## src/rtl/simon_mixed_round_core.sv

```systemverilog
// SIMON32/64 encryption datapath: ROUNDS_PER_CYCLE rounds and key-schedule steps
// are unrolled per clock, so a block takes 32/ROUNDS_PER_CYCLE iterations.
module simon_mixed_round_core #(
  parameter int ROUNDS_PER_CYCLE = 8
) (
  input  logic        clk,
  input  logic        rst,
  input  logic        core_load,
  input  logic [31:0] core_plaintext,
  input  logic [63:0] core_key,
  output logic        core_busy,
  output logic        core_ct_valid,
  output logic [31:0] core_ciphertext,
  output logic [4:0]  core_round
);

  localparam int         ITERS      = 32 / ROUNDS_PER_CYCLE;
  localparam logic [4:0] LAST_ITER  = 5'(ITERS - 1);
  localparam logic [4:0] ROUND_STEP = 5'(ROUNDS_PER_CYCLE % 32);
  // z0 bits 0..31, bit 0 is the MSB of this literal
  localparam logic [31:0] Z0_HEAD   = 32'b11111010001001010110000111001101;

  typedef enum logic {IDLE, RUN} state_t;

  state_t      state_q, state_d;
  logic [15:0] x_q, x_d;
  logic [15:0] y_q, y_d;
  logic [63:0] key_q, key_d;
  logic [4:0]  round_q, round_d;
  logic [4:0]  iter_q, iter_d;
  logic        busy_q, busy_d;
  logic        valid_q, valid_d;
  logic [31:0] ct_q, ct_d;

  logic [15:0] xa, ya, xn, tmp, knew;
  logic [63:0] kw;
  logic [4:0]  rnd;

  function automatic logic [15:0] simon_f(input logic [15:0] v);
    return ({v[14:0], v[15]} & {v[7:0], v[15:8]}) ^ {v[13:0], v[15:14]};
  endfunction

  function automatic logic [15:0] ror3(input logic [15:0] v);
    return {v[2:0], v[15:3]};
  endfunction

  function automatic logic [15:0] ror1(input logic [15:0] v);
    return {v[0], v[15:1]};
  endfunction

  // Unrolled rounds; kw is the sliding key window with k_i in the low word.
  always_comb begin
    xa   = x_q;
    ya   = y_q;
    kw   = key_q;
    rnd  = round_q;
    xn   = '0;
    tmp  = '0;
    knew = '0;
    for (int r = 0; r < ROUNDS_PER_CYCLE; r++) begin
      tmp  = ror3(kw[63:48]) ^ kw[31:16];
      tmp  = tmp ^ ror1(tmp);
      knew = ~kw[15:0] ^ tmp ^ {15'd0, Z0_HEAD[5'd31 - rnd]} ^ 16'h0003;
      xn   = ya ^ simon_f(xa) ^ kw[15:0];
      ya   = xa;
      xa   = xn;
      kw   = {knew, kw[63:16]};
      rnd  = rnd + 5'd1;
    end
  end

  always_comb begin
    state_d = state_q;
    x_d     = x_q;
    y_d     = y_q;
    key_d   = key_q;
    round_d = round_q;
    iter_d  = iter_q;
    busy_d  = busy_q;
    valid_d = 1'b0;
    ct_d    = ct_q;
    // A load always wins, including over the final iteration of a running block.
    if (core_load) begin
      x_d     = core_plaintext[31:16];
      y_d     = core_plaintext[15:0];
      key_d   = core_key;
      round_d = '0;
      iter_d  = '0;
      busy_d  = 1'b1;
      state_d = RUN;
    end else begin
      unique case (state_q)
        IDLE: ;
        RUN: begin
          x_d     = xa;
          y_d     = ya;
          key_d   = kw;
          round_d = round_q + ROUND_STEP;
          if (iter_q == LAST_ITER) begin
            ct_d    = {xa, ya};
            valid_d = 1'b1;
            busy_d  = 1'b0;
            iter_d  = '0;
            state_d = IDLE;
          end else begin
            iter_d  = iter_q + 5'd1;
          end
        end
        default: state_d = IDLE;
      endcase
    end
  end

  always_ff @(posedge clk) begin
    if (rst) begin
      state_q <= IDLE;
      x_q     <= '0;
      y_q     <= '0;
      key_q   <= '0;
      round_q <= '0;
      iter_q  <= '0;
      busy_q  <= 1'b0;
      valid_q <= 1'b0;
      ct_q    <= '0;
    end else begin
      state_q <= state_d;
      x_q     <= x_d;
      y_q     <= y_d;
      key_q   <= key_d;
      round_q <= round_d;
      iter_q  <= iter_d;
      busy_q  <= busy_d;
      valid_q <= valid_d;
      ct_q    <= ct_d;
    end
  end

  assign core_busy       = busy_q;
  assign core_ct_valid   = valid_q;
  assign core_ciphertext = ct_q;
  assign core_round      = round_q;

endmodule

```

## config.mk

```make
export PLATFORM = sky130hd
export DESIGN_NAME = simon_mixed_round_core
export DESIGN_NICKNAME = d
export VERILOG_FILES = /design/src/rtl/simon_mixed_round_core.sv
export SDC_FILE = /design/constraint.sdc
export NUM_CORES = 1
export LEC_CHECK = 0
export ABC_AREA = 1
export BUFFER_PORTS_ARGS = -buffer_cell sky130_fd_sc_hd__buf_2
export CORE_ASPECT_RATIO = 0.9
export CORE_UTILIZATION = 35
export DETAILED_ROUTE_END_ITERATION = 6
export HOLD_SLACK_MARGIN = 0.06
export SYNTH_ARGS = -nofsm -noshare
export SYNTH_HDL_FRONTEND = slang
export SYNTH_SLANG_ARGS = --single-unit
```

## constraint.sdc

```tcl
create_clock -name clk -period 5.45 [get_ports clk]
set_clock_uncertainty 0.2 [all_clocks]
set_input_delay 1.3625 -clock clk [delete_from_list [all_inputs] [get_ports clk]]
set_output_delay 1.3625 -clock clk [all_outputs]
set_load 0.05 [all_outputs]
```

==> impl_metrics.ini, run 1 <==
[setup_path]
crit_arrival_ns = 5.43
cp_max_fo = 5
cp_common_cell = nand2_1
slowest_delay_ns = 0.54
cp.required_ns = 5.64
start_kind = register
crit_path_end_kind = register
worstSetupPathType = register to register
crit_slowest_cell = dfxtp_1

[layout]
layout.nets = 3983
instances_no_fill = 4565
utilization_pct = 52.2
multi_input_area_um2 = 15000
nFillCells = 5225
drive_gt1_share_pct = 33.2
areaGrowthSynthToFinish_pct = 46.0
regArea_um2 = 2830

[die]
boundaryPins = 138
die_area_um2 = 51500
core_area_um2 = 49500
dieHeight_um = 215
num_rows = 77
start_util_pct = 35.8
die_w_um = 239

[drt]
drt-total-wl_um = 109000
ant_nets = 0
vias = 24500
drt_pre_antenna_iters = 7
first_iter_violations = 3151
drc = 0
via_per_inst = 5.36
wl_per_cell_um = 23.9

[timing]
max_freq_ghz = 0.191
slew_headroom_pct = 29.4
whs_ns = 0.250
finalCriticalPeriod_ns = 5.24
slew_violations = 0
worst_slack_ns = 0.211
finalCritPeriodShare_pct = 96.1
setup_violations = 0
rsz0062_at_grt = true
tightest_slew_ns = 1.06
finalHoldViolCount = 0

[cts]
h-tree-depth = 4
path_clk_slew_ns = 0.07
insertion_delay_ns = 0.47
cts.sinks = 138
numCtsBuffers = 17
cts.path.max_buffers = 2
tritoncts = done
cts_root_buffer = clkbuf_16
holdBufCountCts = 0

[yosys]
synth_edf_count = 0
ys_ff_latch = 138
async_flop_share_pct = 0
syn_avg_cell_area_um2 = 5.57
netlist_area_um2 = 17700
yosysWarnings = 0
synth_top_area_share_pct = 30.9
synth_seq_area_share_pct = 15.6
yosys.area.top_type = nand2_1
synth_cell_type_count = 47
yosys_most_used_dff = dfxtp_1
synthCells = 3179
synth_area_leaders = nand2_1 31%, nand3_1 18%, dfxtp_1 16%

[global_route]
grt.overflow.total = 0
antenna_found_initial = 0
grt_start_max_net_pins = 84
grt_usage_pct = 41.2
grt_pass1_wl_um = 149000
grt_pass1_vias = 21000

[placement]
pre_cts_ws_ns = -0.196
io_buffers = 134
gp_congestion = 1.14
dp_hpwl_um = 93700
placedCellCount = 4490

[flow_run]
cap_violations = 0

[outcome]
outcome = finished, final reports clean

[worst_hold_path]
min_path_type = register to register
[path summary, 6_finish.rpt]
| path | start | endpoint | slack [ns] | cells after the start |
|---|---|---|---|---|
| worst max-delay path | key_q[6] | x_q[3] | 0.21 | 28 |
| worst min-delay path | core_ciphertext[26] | core_ciphertext[26] | 0.25 | 2 |
| worst max register to register | key_q[6] | x_q[3] | 0.21 | 28 |
| worst min register to register | core_ciphertext[26] | core_ciphertext[26] | 0.25 | 2 |
[worst max-delay path, delay by kind of cell (launching register included)]
family | cells | cell delay, ns
xor+xnor | 9 | 2.18
simple gates | 13 | 1.52
flops | 1 | 0.54
buf+inv | 5 | 0.54
compound gates | 1 | 0.16
[cell families (layout without fill, tap and decap cells)]
kind of cell | Yosys count | after routing | synth area share [%]
and+or+nand+nor | 2228 | 2228 | 53.6
other | 1 | 4 | 0.0212
AOI/OAI and AO/OA | 177 | 177 | 6.09
xor gates and xnor gates | 266 | 266 | 16.5
buffers and inverters | 365 | 1077 | 7.94
adders and majority gates | 4 | 4 | 0.283
DFF | 138 | 138 | 15.6
[layer usage]
metal | vias up | wire (um) | track usage [%]
li1 | 11600 | - | -
met1 | 11300 | 45900 | 58.0
met2 | 1389 | 42800 | 57.3
met3 | 233 | 13600 | 10.6
met4 | 0 | 6610 | 20.7
met5 | - | 0 | 0
[placed cells by master (no fill, tap or decap), types with 10 or more instances in the layout]
cell / Yosys / routed
xor2_2: 43 / 58
nand2_4: 3 / 11
a21oi_1: 40 / 39
xnor2_1: 45 / 34
inv_2: 24 / 31
dfxtp_2: 0 / 30
or2_1: 17 / 17
dfxtp_1: 138 / 100
nand2_1: 1459 / 1276
nand2_2: 38 / 213
o21ai_0: 16 / 16
o21ai_1: 16 / 15
nand3_2: 2 / 114
xor2_4: 6 / 10
inv_1: 273 / 266
nand3b_1: 18 / 18
nor2_1: 30 / 28
buf_4: 3 / 592
buf_12: 0 / 13
nand3_1: 631 / 513
buf_2: 12 / 132
xnor2_2: 8 / 19
nand4_1: 15 / 15
xor2_1: 159 / 140
clkbuf_16: 0 / 17
a31oi_1: 61 / 61
a22oi_1: 35 / 35
[cell type report]
type | instances | area share [%]
diodes | 1 | 0.00968
clock buffers | 18 | 1.66
clock inverters | 14 | 0.900
inverters | 304 | 4.41
multi-input cells | 2678 | 57.9
flip-flops and latches | 138 | 10.9
well taps | 671 | 3.25
repair buffers | 741 | 20.9
[synthesized netlist by cell type (3+ instances only)]
master    number
nand3b_1      18
xnor2_4        5
nand2_1     1459
xor2_2        43
inv_2         24
nand4_1       15
o21ai_1       16
xnor2_1       45
o21ai_0       16
a21oi_1       40
nor2_1        30
nand3_1      631
buf_4          3
xnor2_2        8
a31oi_1       61
inv_1        273
clkbuf_1      43
ha_1           4
nor2_2         5
clkinv_1       7
dfxtp_1      138
nand2_2       38
a22oi_1       35
nand2_4        3
xor2_4         6
a22o_1         3
or2_1         17
buf_2         12
xor2_1       159
[per-stage QoR]
step / TNS [ns] / cell area, um2
after floorplan: 0 / 17700
final: 0 / 25900
after detailed placement: -0.346 / 23400
after CTS: 0 / 24100
after global routing: -1.31 / 25900
after global placement: -0.610 / 23400
[sequential cells by signal (all words and copies together) (netlist names)]
register	cells
key_q	64
core_ciphertext	32
x_q	16
y_q	16
iter_q	5
core_round	2
core_busy	1
core_ct_valid	1
state_q	1
[repair_timing]
action                     4_1_cts  5_1_grt
pin swaps                        2       56
gates resized for setup          5      403
setup buffers                    2       40
setup endpoints to repair        4       70
Power of run 1 is left out: the tool's default activity adds up to more than one toggle a clock period on the data nets, which glitch-free logic cannot reach.
==> run 2, diff against run 1 <==
==> constraint.sdc (replaced) <==
create_clock -name clk -period 5.8 [get_ports clk]
set_clock_uncertainty 0.2 [all_clocks]
set_input_delay 1.45 -clock clk [delete_from_list [all_inputs] [get_ports clk]]
set_output_delay 1.45 -clock clk [all_outputs]
set_load 0.05 [all_outputs]
==> impl_metrics.ini, run 2 (same netlist as run 1, synthesis figures left out) <==
[placement]
gp_congestion = 1.12
placed_area_um2 = 22000
io_buffers = 134
dp_hpwl_um = 89200

[drt]
drt_pre_antenna_iters = 7
ant_nets = 0
via_per_inst = 5.45
vias = 23700
drc = 9
drt-total-wl_um = 104000
wl_per_cell_um = 23.8
first_iter_violations = 3601

[cts]
numCtsBuffers = 17
path_clk_slew_ns = 0.06
cts.sinks = 138
holdBufCountCts = 0
cts.path.max_buffers = 2
insertion_delay_ns = 0.47
tritoncts = done
cts_root_buffer = clkbuf_16
h-tree-depth = 4

[timing]
finalSetupTns_ns = 0
slew_violations = 0
max_freq_ghz = 0.182
rsz0062_at_grt = true
setup_violations = 0
tightest_slew_ns = 1.06
finalCritPeriodShare_pct = 94.9
finalCriticalPeriod_ns = 5.50
finalHoldViolCount = 0
slew_headroom_pct = 29.2

[die]
die_w_um = 239
num_rows = 77
die_area_um2 = 51500
dieHeight_um = 215
core_area_um2 = 49500
boundaryPins = 138
start_util_pct = 35.8

[global_route]
grt_usage_pct = 39.6
grt_pass1_wl_um = 144000
grt_pass1_vias = 20600
antenna_found_initial = 11
grt.overflow.total = 0
grt_start_max_net_pins = 97

[layout]
final_common_cell = nand2_1
drive_gt1_share_pct = 21.9
largest_register_ffs = 64
areaGrowthSynthToFinish_pct = 30.5
layout.nets = 3776
top_register = key_q
fin_area_um2 = 23100
nFillCells = 5425
regArea_um2 = 2790
mostFrequentLayoutCells = 1427 x nand2_1, 607 x nand3_1, 394 x buf_4
multi_input_area_um2 = 13900

[worst_hold_path]
min_path_type = register to register
hold_start = core_ciphertext[3]

[setup_path]
reg2reg_from = key_q[61]
crit_arrival_ns = 5.70
cp.required_ns = 6.00
cp_max_fo = 4
crit_path_start = key_q[61]
crit_slowest_cell = dfxtp_1
worstSetupPathType = register to register
slowest_delay_ns = 0.37
cp_common_cell = nand2_1
start_kind = register
crit_path_end_kind = register

[flow_run]
cap_violations = 0

[outcome]
outcome = complete, but fails checks
failed_checks = DRC
## run 2: cell type report
type                    count  share of cell area [%]
well taps                 671                    3.63
clock inverters            13                   0.931
repair buffers            534                    16.3
inverters                 304                    4.94
clock buffers              17                    1.84
flip-flops and latches    138                    12.1
multi-input cells        2678                    60.2
diodes                      2                  0.0217
## run 2: critical path, delay by kind of cell, from the launching register on
| kind | cells | cell delay (ns) |
|---|---|---|
| DFF | 1 | 0.37 |
| buffers and inverters | 3 | 0.48 |
| AOI/OAI and AO/OA | 1 | 0.16 |
| and+or+nand+nor | 36 | 4.21 |
## run 2: what timing repair did
item / in CTS / in global routing
buffers inserted: 0 / 14
resized for setup: 0 / 108
setup endpoints to repair: 0 / 53
## run 2: final timing paths
| path | slack (ns) | depth (start not counted) | to |
|---|---|---|---|
| hold reg to reg | 0.25 | 2 | core_ciphertext[3] |
| setup / recovery | 0.30 | 40 | key_q[49] |
| hold / removal | 0.25 | 2 | core_ciphertext[3] |
| setup reg to reg | 0.30 | 40 | key_q[49] |
## run 2: through the flow
stage          cells  hold WS [ns]  setup slack, ns  utilization, %
2_1_floorplan   3181         0.258             1.20               -
3_3_place_gp    4311         0.236            0.185            44.4
3_5_place_dp    4311         0.237            0.227            44.4
4_1_cts         4341         0.253            0.180            45.6
5_1_grt         4357         0.268          -0.0678            46.7
6_report        4357         0.253            0.297            46.7
## run 2: metal layers
layer  up-vias  share of wire [%]  GRT usage, %
met5         -              0.067             0
met4        10                6.3          20.9
met3       279                 14          11.0
met2      1546                 38          54.6
met1     10700                 41          55.2
li1      11200                  -             -
Power of run 2 is left out for the same reason.
